$ cat config.mk
export PLATFORM = sky130hd
export DESIGN_NAME = apb_fsm_controller
export DESIGN_NICKNAME = d
export VERILOG_FILES = /design/src/rtl/apb_fsm_controller.sv
export SDC_FILE = /design/constraint.sdc
export NUM_CORES = 1
export LEC_CHECK = 0
export ABC_AREA = 1
export BUFFER_PORTS_ARGS = -buffer_cell sky130_fd_sc_hd__buf_2
export CORE_UTILIZATION = 47
export CTS_CLUSTER_DIAMETER = 30
export DETAILED_ROUTE_END_ITERATION = 8
export GPL_ROUTABILITY_DRIVEN = 0
export PLACE_DENSITY = 0.83
export REMOVE_ABC_BUFFERS = 1
export SLEW_MARGIN = 10
export SYNTH_ARGS = -nofsm -noshare
export SYNTH_HDL_FRONTEND = slang
export SYNTH_SLANG_ARGS = --single-unit
$ cat constraint.sdc
create_clock -name hclk -period 1.6 [get_ports hclk]
set_clock_uncertainty 0.2 [all_clocks]
set_input_delay 0.32 -clock hclk [delete_from_list [all_inputs] [get_ports hclk]]
set_output_delay 0.32 -clock hclk [all_outputs]
set_load 0.02 [all_outputs]
$ cat src/rtl/apb_fsm_controller.sv
// APB transfer sequencer for the AHB-to-APB bridge: SETUP/ENABLE phasing, AHB stall,
// wait-state timeout and two-cycle AHB ERROR response.
module apb_fsm_controller #(
  parameter int ADDR_W  = 32,
  parameter int DATA_W  = 32,
  parameter int NSEL    = 3,
  parameter int TIMEOUT = 16,
  parameter int CNT_W   = 5
) (
  input  logic              hclk,
  input  logic              hreset,
  input  logic              valid,
  input  logic              hwrite,
  input  logic [ADDR_W-1:0] haddr,
  input  logic [DATA_W-1:0] hwdata,
  input  logic [NSEL-1:0]   tempselx,
  input  logic              pready,
  input  logic              pslverr,
  output logic [ADDR_W-1:0] paddr,
  output logic [DATA_W-1:0] pwdata,
  output logic [NSEL-1:0]   pselx,
  output logic              penable,
  output logic              pwrite,
  output logic              hreadyout,
  output logic [1:0]        hresp
);

  typedef enum logic [2:0] {
    S_IDLE, S_WWAIT, S_SETUP, S_ENABLE, S_ERR1, S_ERR2
  } state_t;

  localparam logic [CNT_W-1:0] TO_LAST = CNT_W'(TIMEOUT - 1);

  state_t            r_state;
  logic [ADDR_W-1:0] r_addr_q;
  logic [NSEL-1:0]   r_sel_q;
  logic [CNT_W-1:0]  r_cnt;
  logic [ADDR_W-1:0] r_paddr;
  logic [DATA_W-1:0] r_pwdata;
  logic [NSEL-1:0]   r_pselx;
  logic              r_penable;
  logic              r_pwrite;

  logic       w_done;
  logic       w_accept_pt;
  logic       w_timeout;
  logic       w_hreadyout;
  logic [1:0] w_hresp;

  assign w_done      = (r_state == S_ENABLE) && pready && !pslverr;
  assign w_accept_pt = (r_state == S_IDLE) || (r_state == S_ERR2) || w_done;
  assign w_timeout   = (TIMEOUT != 0) && (r_cnt == TO_LAST);

  always_ff @(posedge hclk) begin
    if (hreset) begin
      r_state   <= S_IDLE;
      r_addr_q  <= '0;
      r_sel_q   <= '0;
      r_cnt     <= '0;
      r_paddr   <= '0;
      r_pwdata  <= '0;
      r_pselx   <= '0;
      r_penable <= 1'b0;
      r_pwrite  <= 1'b0;
    end else begin
      case (r_state)
        S_WWAIT: begin
          // pwdata doubles as the write-data holding register, so reads keep the last write
          r_pwdata <= hwdata;
          r_paddr  <= r_addr_q;
          r_pselx  <= r_sel_q;
          r_pwrite <= 1'b1;
          r_state  <= S_SETUP;
        end
        S_SETUP: begin
          r_penable <= 1'b1;
          r_cnt     <= '0;
          r_state   <= S_ENABLE;
        end
        S_ENABLE: begin
          if (!pready) begin
            r_cnt <= r_cnt + CNT_W'(1);
            if (w_timeout) begin
              r_pselx   <= '0;
              r_penable <= 1'b0;
              r_state   <= S_ERR1;
            end
          end else if (pslverr) begin
            r_pselx   <= '0;
            r_penable <= 1'b0;
            r_state   <= S_ERR1;
          end
        end
        S_ERR1:  r_state <= S_ERR2;
        default: r_state <= S_IDLE;
      endcase

      // Accept point overrides the per-state defaults above.
      if (w_accept_pt) begin
        r_pselx   <= '0;
        r_penable <= 1'b0;
        r_state   <= S_IDLE;
        if (valid) begin
          r_addr_q <= haddr;
          r_sel_q  <= tempselx;
          if (hwrite) begin
            r_state <= S_WWAIT;
          end else begin
            r_paddr  <= haddr;
            r_pselx  <= tempselx;
            r_pwrite <= 1'b0;
            r_state  <= S_SETUP;
          end
        end
      end
    end
  end

  always_comb begin
    w_hreadyout = 1'b0;
    w_hresp     = 2'b00;
    case (r_state)
      S_IDLE:   w_hreadyout = 1'b1;
      S_ENABLE: w_hreadyout = pready & ~pslverr;
      S_ERR1:   w_hresp     = 2'b01;
      S_ERR2: begin
        w_hreadyout = 1'b1;
        w_hresp     = 2'b01;
      end
      default: w_hreadyout = 1'b0;
    endcase
  end

  assign paddr     = r_paddr;
  assign pwdata    = r_pwdata;
  assign pselx     = r_pselx;
  assign penable   = r_penable;
  assign pwrite    = r_pwrite;
  assign hreadyout = w_hreadyout;
  assign hresp     = w_hresp;

endmodule

# Yosys cells after proc, flatten, opt, wreduce, memory -nomap -nowiden

Index checks and enable logic that the tools add are counted.

Bits in registers: 112
Input bits: 73
Output and inout bits: 72
Word-level logic and storage cells: 69

Add/subtract/negate cells: 1
Equal/unequal tests: 11
Mux-type cells: 30
Bitwise operators: 2
Reduce and logical (&&, ||, !) cells: 16

Operators by type and width:

| kind                                                 | number |
|---|---|
| 2-to-1 mux 32 bit                                    | 4 |
| 2-to-1 mux 3 bit                                     | 10 |
| case mux 3 bit (4 select lines)                      | 1 |
| case mux 5 bit (2 select lines)                      | 1 |
| 2-to-1 mux 1 bit                                     | 8 |
| != test 4 bit (second input constant)                | 2 |
| equality test 3 x 2 -> 1 bit (second input constant) | 2 |
| equality test 3 bit (second input constant)          | 2 |
| != test 3 bit (second input constant)                | 2 |
| case mux 3 bit (2 select lines)                      | 1 |
| AND reduction 2 bit                                  | 3 |
| AND reduction 3 bit                                  | 2 |
| OR reduction 2 bit                                   | 3 |
| adder 5 x 1 -> 5 bit (second input constant)         | 1 |
| equality test 5 x 4 -> 1 bit (second input constant) | 1 |
| 2-to-1 mux 5 bit                                     | 1 |
| 2-to-1 mux 2 bit                                     | 2 |
| case mux 1 bit (2 select lines)                      | 2 |
| equality test 3 x 1 -> 1 bit (second input constant) | 1 |
| zero test 3 bit                                      | 1 |
| nonzero test 3 bit                                   | 1 |
| logical AND 1 bit                                    | 2 |
| logical OR 1 bit                                     | 2 |
| != test 2 bit (second input constant)                | 1 |
| other kinds (4)                                      | 4 |

# Longest topological paths before layout

Gate-level depths: netlist of the first run.

Word-level depth: 6
Depth in mapped cells: 11
Mapped depth without buffers: 11

# Worst setup path before layout of the first run

OpenSTA, ideal clock, no wires.

Kind: register to register
Start point: register r_cnt[0]
End point: register r_pselx[0], in the netlist pselx[0]
Setup time: 117 ps
Arrival time: 1,366 ps
Required time: 1,283 ps
Slack: -83 ps
Stages on the path, launching flop included: 11
Path buffers: 0
Clock period less this slack: 1,683 ps
Path through: dfxtp_1 -> ha_1 -> nand2_1 -> nor2_1 -> ha_1 -> nor2_1 -> inv_1 -> nor2_1 -> nor2_1 -> o21ai_0 -> nor2_1

Word-level cells in the longest chain between the ends: 3

RTL lines:

| item                          | RTL line | text |
|---|---|---|
| from (decl)                   | 37       | `logic [CNT_W-1:0] r_cnt;` |
| from (signal assigned)        | 82       | `r_cnt <= r_cnt + CNT_W'(1);` |
| equality test 5 x 4 -> 1 bit  | 52       | `assign w_timeout = (TIMEOUT != 0) && (r_cnt == TO_LAST);` |
| != test 4 bit (no line)       | n/a      |  |
| AND reduction 3 bit (no line) | n/a      |  |
| to (signal assigned)          | 71       | `r_pselx <= r_sel_q;` |
| to (signal assigned)          | 110      | `r_pselx <= tempselx;` |
| to (decl)                     | 40       | `logic [NSEL-1:0] r_pselx;` |

Every way passes these cells.
A chain may end at the register's enable or synchronous reset.

# Worst setup path in the final report of the first run

Start point: register r_state[0]
End point: register r_addr_q[13]

Word-level cells in the longest chain between the ends: 5
Elaborated cells on any way between the ends: 8
Classes of those cells: 2 x eq/ne; 6 x reduce/logical

RTL lines:

| item                            | RTL line | text |
|---|---|---|
| from (decl)                     | 34       | `state_t r_state;` |
| from (signal assigned)          | 56       | `r_state <= S_IDLE;` |
| from (signal assigned)          | 73       | `r_state <= S_SETUP;` |
| from (signal assigned)          | 78       | `r_state <= S_ENABLE;` |
| equality test 3 x 2 -> 1 bit    | 50       | `assign w_done = (r_state == S_ENABLE) && pready && !pslverr;` |
| logical AND 1 bit (2 in a row)  | 50       |  |
| logical OR 1 bit *              | 51       | `assign w_accept_pt = (r_state == S_IDLE) \|\| (r_state == S_ERR2) \|\| w_done;` |
| AND reduction 2 bit (no line) * | n/a      |  |
| to (signal assigned)            | 104      | `r_addr_q <= haddr;` |
| to (decl)                       | 35       | `logic [ADDR_W-1:0] r_addr_q;` |

Mark *: on every way between the ends. The rest lies on a longest branch, timed or not.

==> summary.txt, run 1 <==
Status
  – Status: finished with violations
  – Failing checks: setup timing

Power and ir drop
  – Combinational fraction of design power: a little under a third
  – Peak VDD IR: ~0.67 mV
  – Pwr dens: a little over 1000 mW/mm2
  – Sequential Power Share: between 40% and 50%
  – Clock share of power: between 20% and 30%
  – Internal: about 4.6 mW
  – Total chip power: 7.06 mW
  – P_sw: about 2.5 mW
  – Leak: 3.22 nW
  – Sw Share: about a third

Finish
  – Final Util: between 60% and 70%
  – Design area: between 0.006 and 0.007 mm2
  – Layout cell share with drive strength beyond 1: between 20% and 30%
  – Final std cells w/o fill: about 1000
  – Final net count: a little under 1000
  – Synthesis-to-finish area growth: 39.9%
  – # diodes: 0
  – Fillers: 825

STA
  – RSZ-0062 raised after global routing: true
  – Setup TNS Final: -2.77 ns
  – Finish-stage setup viols: 66
  – Fmax: about 570 MHz
  – Final worst path period share: 110%
  – Final WS setup: -0.153 ns
  – Min cycle time layout: between 1.5 and 2 ns
  – Hold_ws: 0.00670 ns
  – Pins Over Slew Limit: 0
  – Final hold viol count: 0

Critical path
  – Worst flop-to-flop path startpoint: r_state[0]
  – CP Launch Type: flop
  – Reg2reg setup slack: -0.15 ns
  – RR Endpoint: r_addr_q[13]
  – WP data required: roughly 1.7 ns
  – R2R depth: 8
  – Setup crit end kind: flop
  – CP Data Arrival Time: 1.80 ns
  – CP Class: reg -> reg
  – CP max FO: 8

Detailed routing
  – DR WL/cell: approximately 13 um
  – Residual DRC count: 0
  – Antenna-violating nets left: 0
  – Final WL: about 14000 um
  – Drt first pass iters: 4
  – Vias: 5017
  – Iter 0 DRT Violations: 266
  – Vias per cell: between 4 and 5

Synthesis
  – Register area share after synthesis: between 40 and 50%
  – Async S/R FF share, synth: 0%
  – Leading area contributor after synthesis: dfxtp_1
  – Post-synth top cells: nand2_1, dfxtp_1, inv_1
  – Mapped Cells: roughly 700
  – Post-synthesis register bit count: between 100 and 150
  – Synth area leaders: dfxtp_1, nand2_1, a21oi_1
  – Number of flops mapped to enable cells by yosys: 0
  – Netlist Area Pre-Place: between 0.004 and 0.005 mm2
  – Main synth FF type: dfxtp_1
  – Yosys warns: 0
  – Synth unique cells: 23
  – Synth top area share: 45.8%
  – Syn avg cell area: slightly below 7 um2
  – Most common cell in the synthesized netlist: nand2_1

Die
  – FP Rows: 36
  – Initial core utilization: between 40% and 50%
  – Height of the die: 104 um
  – Die area: 0.0108 mm2
  – Core footprint: roughly 0.010 mm2
  – Die Wd: between 100 and 150 um
  – I/O pins: roughly 150

Global routing
  – Vias in the first global route: roughly 4700
  – Grt ovf: 0
  – Largest net degree at the start of global routing: 40
  – Gr usage total: approximately a quarter
  – Initial antenna violation count: 0
  – First-pass GRT wire length: 21500 um

Hold path
  – Worst hold-check path type: in -> reg
  – Hold depth: 3
  – Hold Path End: paddr[18]
  – Hold_sp: haddr[18]

CTS
  – CTS tree: built
  – Clk sinks: 112
  – Clock transition at the registers of the reported paths: 0.12 ns
  – Clock buffer count from CTS: 9
  – Htree depth: 3
  – CTS Buffer Depth: 2
  – Worst skew pair latency: between 0.3 and 0.4 ns
  – Clk root buf: clkbuf_8

Placement
  – Placed cells: a little under 1000
  – DP Wirelength: a little under 8000 um
  – Post-placement cell area: between 0.005 and 0.006 mm2
  – PortBufs: between 100 and 150
  – Pre-CTS WS: -0.193 ns

Job
  – Max Cap Viol: 0
==> registers in the layout (all words and copies together), names as in the netlist <==
register and count:
penable 1, pwdata 32, paddr 32, r_addr_q 32, r_sel_q 3, r_cnt 5
r_state 3, pwrite 1, pselx 3
==> critical path, cell delays in order (launching register included) <==
cell and delay (ns):
dfxtp_4 0.38, o21ai_2 0.19, nand2_4 0.09, nand2_8 0.08, buf_6 0.17, nand2_4 0.10
bufbuf_16 0.28, nand2_1 0.08, a21oi_2 0.06
==> cell type report <==
cell class | instances | area, um2 | share of cell area, %
inverters | 108 | 410 | 5.99
well taps | 133 | 166 | 2.43
flip-flops and latches | 112 | 2260 | 32.9
multi-input cells | 446 | 2200 | 32.1
repair buffers | 218 | 1620 | 23.7
clock inverters | 7 | 67.6 | 0.987
clock buffers | 9 | 124 | 1.81
==> repair_timing <==
item / 4_1_cts / 5_1_grt
setup endpoints to repair: 47 / 91
pin swaps: 17 / 8
resized for setup: 52 / 54
gates cloned: 2 / 4
endpoints found under the hold margin: 22 / 1
hold buffers: 22 / 1
setup buffers: 6 / 4
==> layout by cell type, fill, tap and decap left out, drive strengths merged <==
| master | count |
|---|---|
| or2 | 1 |
| nor3 | 3 |
| clkinv | 2 |
| a211oi | 2 |
| nand3b | 5 |
| a21oi | 82 |
| dlygate4sd3 | 23 |
| dfxtp | 112 |
| o21ai | 71 |
| bufbuf | 1 |
| ha | 2 |
| nand2 | 154 |
| inv | 113 |
| clkbuf | 13 |
| nor2 | 80 |
| conb | 1 |
| nand3 | 45 |
| buf | 190 |
==> power by group through the flow <==
stage	Combinational, mW	Sequential [mW]	Clock, mW
floorplan	0.776	3.51	0
global placement	1.73	3.26	0
detailed placement	1.76	3.27	0
CTS	1.97	3.21	1.70
global route	2.37	3.26	1.81
finish	2.17	3.22	1.67
==> how the worst max path moves through the flow <==
stage                from  cells after the start           end
2_1_floorplan  r_state[2]                      7     paddr[10]
3_3_place_gp     r_cnt[0]                     10      pselx[0]
3_5_place_dp     r_cnt[1]                     11      pselx[1]
4_1_cts        r_state[1]                      5     hreadyout
5_1_grt        r_state[0]                      8  r_addr_q[13]
6_report       r_state[0]                      8  r_addr_q[13]
==> metal layers <==
| metal | vias up | share of wire [%] | global-route usage [%] |
|---|---|---|---|
| li1 | 2581 | - | - |
| met1 | 2259 | 44 | 29.1 |
| met2 | 160 | 51 | 42.6 |
| met3 | 17 | 4.4 | 4.45 |
| met4 | 0 | 1.3 | 7.35 |
| met5 | - | 0 | 0 |
==> kinds of logic (layout without fill, tap and decap cells) <==
family                   Yosys count  count (layout)  synth area share [%]
AO/OA/AOI/OAI                    155             155                  15.9
adder cells (fa/ha/maj)            2               2                 0.511
buffers and inverters            154             342                  13.3
flip-flops                       112             112                  45.8
other                              1               1                0.0766
AND/OR/NAND/NOR                  288             288                  24.4
No activity file was read; power rests on OpenSTA's default activity.
==> run 2, diff against run 1 <==
--- a/config.mk
+++ b/config.mk
@@ -12,6 +12,7 @@
 export DETAILED_ROUTE_END_ITERATION = 8
 export GPL_ROUTABILITY_DRIVEN = 0
 export PLACE_DENSITY = 0.83
+export RECOVER_POWER = 50
 export REMOVE_ABC_BUFFERS = 1
 export SLEW_MARGIN = 10
 export SYNTH_ARGS = -nofsm -noshare
==> run 2 against run 1 <==
Net effect: the flow still finishes with violations (setup timing); first-iteration DRC count increased by 9.8%; non-clock buffer count unchanged; via count grew 0.40%; largest cell class unchanged; largest power group unchanged.
==> summary.txt, run 2 (same netlist as run 1, synthesis figures left out) <==
STA
  – RSZ-0062 raised after global routing: true
  – Final worst path period share: 110% (about the same)
  – Setup TNS Final: -2.93 ns (-0.152 ns)
  – Min cycle time layout: 1.75 ns (+0.00155 ns)
  – Final WS setup: -0.155 ns (-0.00155 ns)
  – Fmax: 570 MHz (about the same)
  – Finish-stage setup viols: 67 (+1.5%)
  – Hold_ws: 0.00536 ns (-0.00134 ns)
  – Final hold viol count: 0 (unchanged)
  – Pins Over Slew Limit: 0 (unchanged)

CTS
  – Clk sinks: 112 (unchanged)
  – Clock buffer count from CTS: 9 (unchanged)
  – Clock transition at the registers of the reported paths: 0.12 ns (about the same)
  – Clk root buf: clkbuf_8
  – CTS Buffer Depth: 2 (unchanged)
  – Htree depth: 3 (unchanged)
  – Worst skew pair latency: 0.38 ns (+0.02 ns)
  – CTS tree: built

Critical path
  – CP Data Arrival Time: 1.80 ns (about the same)
  – WP data required: 1.65 ns (about the same)
  – Worst flop-to-flop path startpoint: r_state[0]
  – Setup crit end kind: flop
  – CP Launch Type: flop
  – Setup crit end: r_addr_q[13]
  – Reg2reg setup slack: -0.15 ns (about the same)
  – Worst setup startpoint: r_state[0]
  – RR Endpoint: r_addr_q[13]
  – R2R depth: 8 (unchanged)
  – CP max FO: 8 (unchanged)
  – CP Class: reg -> reg

Die
  – Initial core utilization: 49.2% (unchanged)
  – Die area: 0.0108 mm2 (unchanged)
  – FP Rows: 36 (unchanged)
  – Core footprint: 0.00995 mm2 (unchanged)
  – Die Wd: 104 um (unchanged)
  – I/O pins: 145 (unchanged)
  – Height of the die: 104 um (unchanged)

Detailed routing
  – Antenna-violating nets left: 0 (unchanged)
  – Final WL: 13700 um (+0.47%)
  – Vias: 5037 (+0.40%)
  – Drt first pass iters: 5 (+1)
  – Vias per cell: 4.88 (+0.40%)
  – DR WL/cell: 13.3 um (+0.47%)
  – Iter 0 DRT Violations: 292 (+9.8%)
  – Residual DRC count: 0 (unchanged)

Power and ir drop
  – Pwr dens: 1040 mW/mm2 (+0.37%)
  – Leak: 3.05 nW (-5.3%)
  – Peak VDD IR: 0.671 mV (-0.11%)

Global routing
  – Grt ovf: 0 (unchanged)
  – First-pass GRT wire length: 21500 um (unchanged)
  – Largest net degree at the start of global routing: 40 (unchanged)
  – Vias in the first global route: 4676 (unchanged)
  – Gr usage total: 23.9% (unchanged)
  – Initial antenna violation count: 0 (unchanged)

Finish
  – Commonest non-fill, non-tap cell in the layout: nand2_1
  – Synthesis-to-finish area growth: 38.8%
  – Final net count: 970 (unchanged)
  – Area of the multi-input gates: 0.00220 mm2 (unchanged)
  – Layout cell share with drive strength beyond 1: 23.9% (-4.7 points)
  – Most frequent cells in the layout: nand2_1, dfxtp_1, inv_1, buf_2, nor2_1
  – Fillers: 845 (+2.4%)
  – Sequential Area: 0.00226 mm2 (unchanged)
  – Final std cells w/o fill: 1033 (unchanged)
  – # diodes: 0 (unchanged)

Placement
  – Placed cells: 979 (unchanged)
  – PortBufs: 143 (unchanged)
  – DP Wirelength: 7890 um (unchanged)
  – Pre-CTS WS: -0.193 ns (unchanged)

Job
  – Max Cap Viol: 0 (unchanged)

Hold path
  – Worst hold-check path type: in -> reg
  – Hold_sp: haddr[18]

Status
  – Failing checks: setup timing
  – Status: finished with violations
==> run 2: report_power, final <==
part | internal (mW) | switching, mW | total (mW)
clock | 0.613 | 1.06 | 1.67
sequential | 3.07 | 0.154 | 3.23
combinational | 0.884 | 1.25 | 2.14
total | 4.57 | 2.46 | 7.03
==> run 2: worst min path at each step <==
stage / cells past startpoint / to
after floorplan: 1 / r_addr_q[0]
after CTS: 3 / paddr[18]
after global placement: 2 / pwdata[31]
final: 3 / paddr[18]
after detailed placement: 2 / pwdata[7]
after global routing: 3 / r_sel_q[1]
==> run 2: what timing repair did <==
| item | 4_1_cts | 5_1_grt |
|---|---|---|
| hold buffers | 22 | 1 |
| endpoints found under the setup margin | 47 | 91 |
| resized for setup | 52 | 54 |
| buffers inserted | 6 | 4 |
| pin swaps | 17 | 8 |
| gates cloned | 2 | 4 |
| hold endpoints to repair | 22 | 1 |
==> run 2: area by class of cell <==
class / count / area share [%]
tap: 133 / 2.45
timing repair buffer: 218 / 23.1
sequential: 112 / 33.2
clock buffer: 9 / 1.82
multi-input combinational: 446 / 32.4
inverter: 108 / 6.04
clock inverter: 7 / 0.994
==> run 2: stage by stage <==
step	utilization (%)	power (mW)	instance area, um2
3_5_place_dp	59.4	5.03	5910
2_1_floorplan	-	4.29	4650
4_1_cts	66.1	6.88	6580
3_3_place_gp	59.4	5.00	5910
5_1_grt	68.3	7.42	6800
6_report	68.3	7.03	6800
==> run 2: per-layer routing <==
metal / routed length [um] / part of all wire, % / global-route usage, %
met1: 5990 / 44 / 29.1
met2: 6870 / 50 / 42.6
met3: 660 / 4.8 / 4.45
met4: 187 / 1.4 / 7.35
met5: 0 / 0 / 0
==> run 2: worst max-delay path, cell delays in order (launching register included) <==
cell and delay (ns):
dfxtp_4 0.38, o21ai_2 0.19, nand2_4 0.09, nand2_8 0.08
buf_6 0.17, nand2_4 0.10, bufbuf_16 0.28, nand2_1 0.08
a21oi_2 0.06
==> run 3, diff against run 2 <==
--- a/config.mk
+++ b/config.mk
@@ -8,7 +8,7 @@
 export ABC_AREA = 1
 export BUFFER_PORTS_ARGS = -buffer_cell sky130_fd_sc_hd__buf_2
 export CORE_UTILIZATION = 47
-export CTS_CLUSTER_DIAMETER = 30
+export CTS_CLUSTER_DIAMETER = 80
 export DETAILED_ROUTE_END_ITERATION = 8
 export GPL_ROUTABILITY_DRIVEN = 0
 export PLACE_DENSITY = 0.83
==> constraint.sdc (replaced) <==
create_clock -name hclk -period 1.6 [get_ports hclk]
set_clock_uncertainty 0.2 [all_clocks]
set_input_delay 0.32 -clock hclk [delete_from_list [all_inputs] [get_ports hclk]]
set_output_delay 0.32 -clock hclk [all_outputs]
set_load 0.05 [all_outputs]
==> run 3 against run 2 <==
Net effect: the run still ends with setup timing left; via count decreased by 0.38%; register-to-register slack about the same; count of clock-buffer cells in the layout increased by 1; sequential power is essentially flat; combinational power increased by 13%; flip-flop and latch count unchanged; die area is the same; setup slack worse by 0.023 ns; final cell count is 1.1% lower; sequential share of layout area up 1.1 points; power rose by 4.2%.
==> summary.txt, run 3 (same netlist as run 1, synthesis figures left out) <==
Status
  – Status: finished with violations
  – Failing checks: setup timing

Detailed routing
  – Drt first pass iters: 5 (unchanged)
  – DR WL met2: 6190 um (-9.8%)
  – Vias: 5018 (-0.38%)
  – Metal3 WL: 598 um (-9.4%)
  – Met1 Wirelength: 5510 um (-8.0%)
  – DR WL/cell: 12.3 um (-7.3%)
  – Vias per cell: 4.91 (+0.70%)
  – Highest routing layer actually used: met4
  – Antenna-violating nets left: 0 (unchanged)
  – Iter 0 DRT Violations: 269 (-7.9%)
  – Residual DRC count: 0 (unchanged)
  – Final WL: 12600 um (-8.3%)

Die
  – Die Wd: 104 um (unchanged)
  – Height of the die: 104 um (unchanged)
  – FP Rows: 36 (unchanged)
  – I/O pins: 145 (unchanged)
  – Die area: 0.0108 mm2 (unchanged)
  – Core footprint: 0.00995 mm2 (unchanged)
  – Initial core utilization: 49.2% (unchanged)

Finish
  – Final std cells w/o fill: 1022 (-1.1%)
  – Synthesis-to-finish area growth: 34.1%
  – Final net count: 959 (-1.1%)
  – Design area: 0.00656 mm2 (-3.4%)
  – Sequential Area: 0.00225 mm2 (-0.11%)
  – Most frequent cells in the layout: nand2_1, buf_2, dfxtp_1, inv_1, a21oi_1
  – Fillers: 902 (+6.7%)
  – # diodes: 0 (unchanged)
  – Area of the multi-input gates: 0.00212 mm2 (-3.8%)
  – Commonest non-fill, non-tap cell in the layout: nand2_1
  – Layout cell share with drive strength beyond 1: 26.3% (+2.4 points)

Critical path
  – Setup crit end kind: output pin
  – Slowest cell on crit path: dfxtp_4
  – WP data required: 1.08 ns (-0.57 ns)
  – CP Class: reg -> out
  – CP Launch Type: flop
  – CP Data Arrival Time: 1.26 ns (-0.54 ns)
  – Critical path, cell by cell: nand2_2 -> nor2_4 -> nand2_4 -> nand2_4 -> buf_8
  – CP max FO: 5 (-3)
  – Most used cell, CP: nand2_4
  – Slowest stage delay, CP: 0.38 ns (about the same)
  – Reg2reg setup slack: -0.15 ns (about the same)

CTS
  – CTS Buffer Depth: 2 (unchanged)
  – Clock transition at the registers of the reported paths: 0.12 ns (about the same)
  – Clk sinks: 112 (unchanged)
  – Clock buffer count from CTS: 9 (unchanged)
  – Worst skew pair latency: 0.36 ns (-0.02 ns)
  – Clk root buf: clkbuf_8
  – Htree depth: 3 (unchanged)
  – CTS tree: built

Placement
  – Pre-CTS WS: -0.180 ns (+0.0122 ns)
  – Placed cells: 978 (-0.10%)
  – PortBufs: 143 (unchanged)
  – DP Wirelength: 8080 um (+2.4%)
  – Post-placement cell area: 0.00593 mm2 (+0.30%)

Global routing
  – Grt ovf: 0 (unchanged)
  – Largest net degree at the start of global routing: 48 (+20%)
  – Gr usage total: 23.2% (-0.75 points)
  – First-pass GRT wire length: 20800 um (-3.0%)
  – Initial antenna violation count: 0 (unchanged)
  – Vias in the first global route: 4620 (-1.2%)

Power and ir drop
  – Sequential Power Share: 43.9% (-2.0 points)
  – Internal: 4.52 mW (-1.1%)
  – Peak VDD IR: 0.801 mV (+19%)
  – Total chip power: 7.33 mW (+4.2%)
  – Pwr dens: 1120 mW/mm2 (+7.9%)
  – Clock share of power: 23.3% (-0.4 points)
  – P_sw: 2.81 mW (+14%)
  – Sw Share: 38.3% (+3.3 points)
  – Leak: 3.11 nW (+1.9%)
  – Combinational fraction of design power: 32.9% (+2.5 points)

STA
  – Final worst path period share: 111% (+1.4 points)
  – Min cycle time layout: 1.78 ns (+0.0225 ns)
  – Finish-stage setup viols: 74 (+10%)
  – Fmax: 563 MHz (-1.3%)
  – Pins Over Slew Limit: 0 (unchanged)
  – Setup TNS Final: -4.96 ns (-2.03 ns)
  – Final hold viol count: 0 (unchanged)
  – RSZ-0062 raised after global routing: true
  – Final WS setup: -0.177 ns (-0.0225 ns)

Hold path
  – Worst hold-check path type: in -> reg

Job
  – Max Cap Viol: 0 (unchanged)
[run 3: through the flow]
step           hold slack (ns)  util (%)
6_report                0.0131      65.9
5_1_grt                0.00637      65.9
4_1_cts                0.00378      65.1
3_5_place_dp             0.233      59.5
3_3_place_gp             0.227      59.5
2_1_floorplan            0.189         -
[run 3: area by class of cell]
type	instances	area share, %
Clock buffer	10	2.10
Clock inverter	6	1.07
Sequential cell	112	34.3
Multi-Input combinational cell	446	32.3
Tap cell	133	2.54
Inverter	108	6.18
Timing Repair Buffer	207	21.5
[run 3: repair_timing]
item,CTS,global route
gates resized for setup,37,21
pin swaps,8,9
setup buffers,2,5
setup endpoints to repair,57,86
cloned,1,0
hold buffers,21,0
endpoints found under the hold margin,23,0
[run 3: per-layer routing]
| layer | up-vias | track usage [%] |
|---|---|---|
| met3 | 26 | 3.38 |
| met5 | - | 0 |
| met1 | 2276 | 28.8 |
| met4 | 0 | 7.65 |
| met2 | 159 | 41.0 |
| li1 | 2557 | - |
[run 3: final timing paths]
kind | start | to | cells past startpoint
worst max-delay path | r_state[0] | hreadyout | 5
worst min-delay path | hwdata[9] | pwdata[9] | 3
worst max register to register | r_state[0] | r_addr_q[24] | 9
worst min register to register | pwdata[27] | pwdata[27] | 2
[run 3: power groups by stage]
| stage | Sequential [mW] | Combinational, mW | Clock, mW |
|---|---|---|---|
| floorplan | 3.95 | 0.796 | 0 |
| global placement | 3.26 | 2.19 | 0 |
| detailed placement | 3.27 | 2.22 | 0 |
| CTS | 3.21 | 2.38 | 1.75 |
| global route | 3.25 | 2.62 | 1.85 |
| finish | 3.21 | 2.41 | 1.70 |
[run 3: worst max-delay path, delay by kind of cell (launching register included)]
family | cells | cell delay, ns
DFF | 1 | 0.38
and+or+nand+nor | 4 | 0.36
buffers and inverters | 1 | 0.15
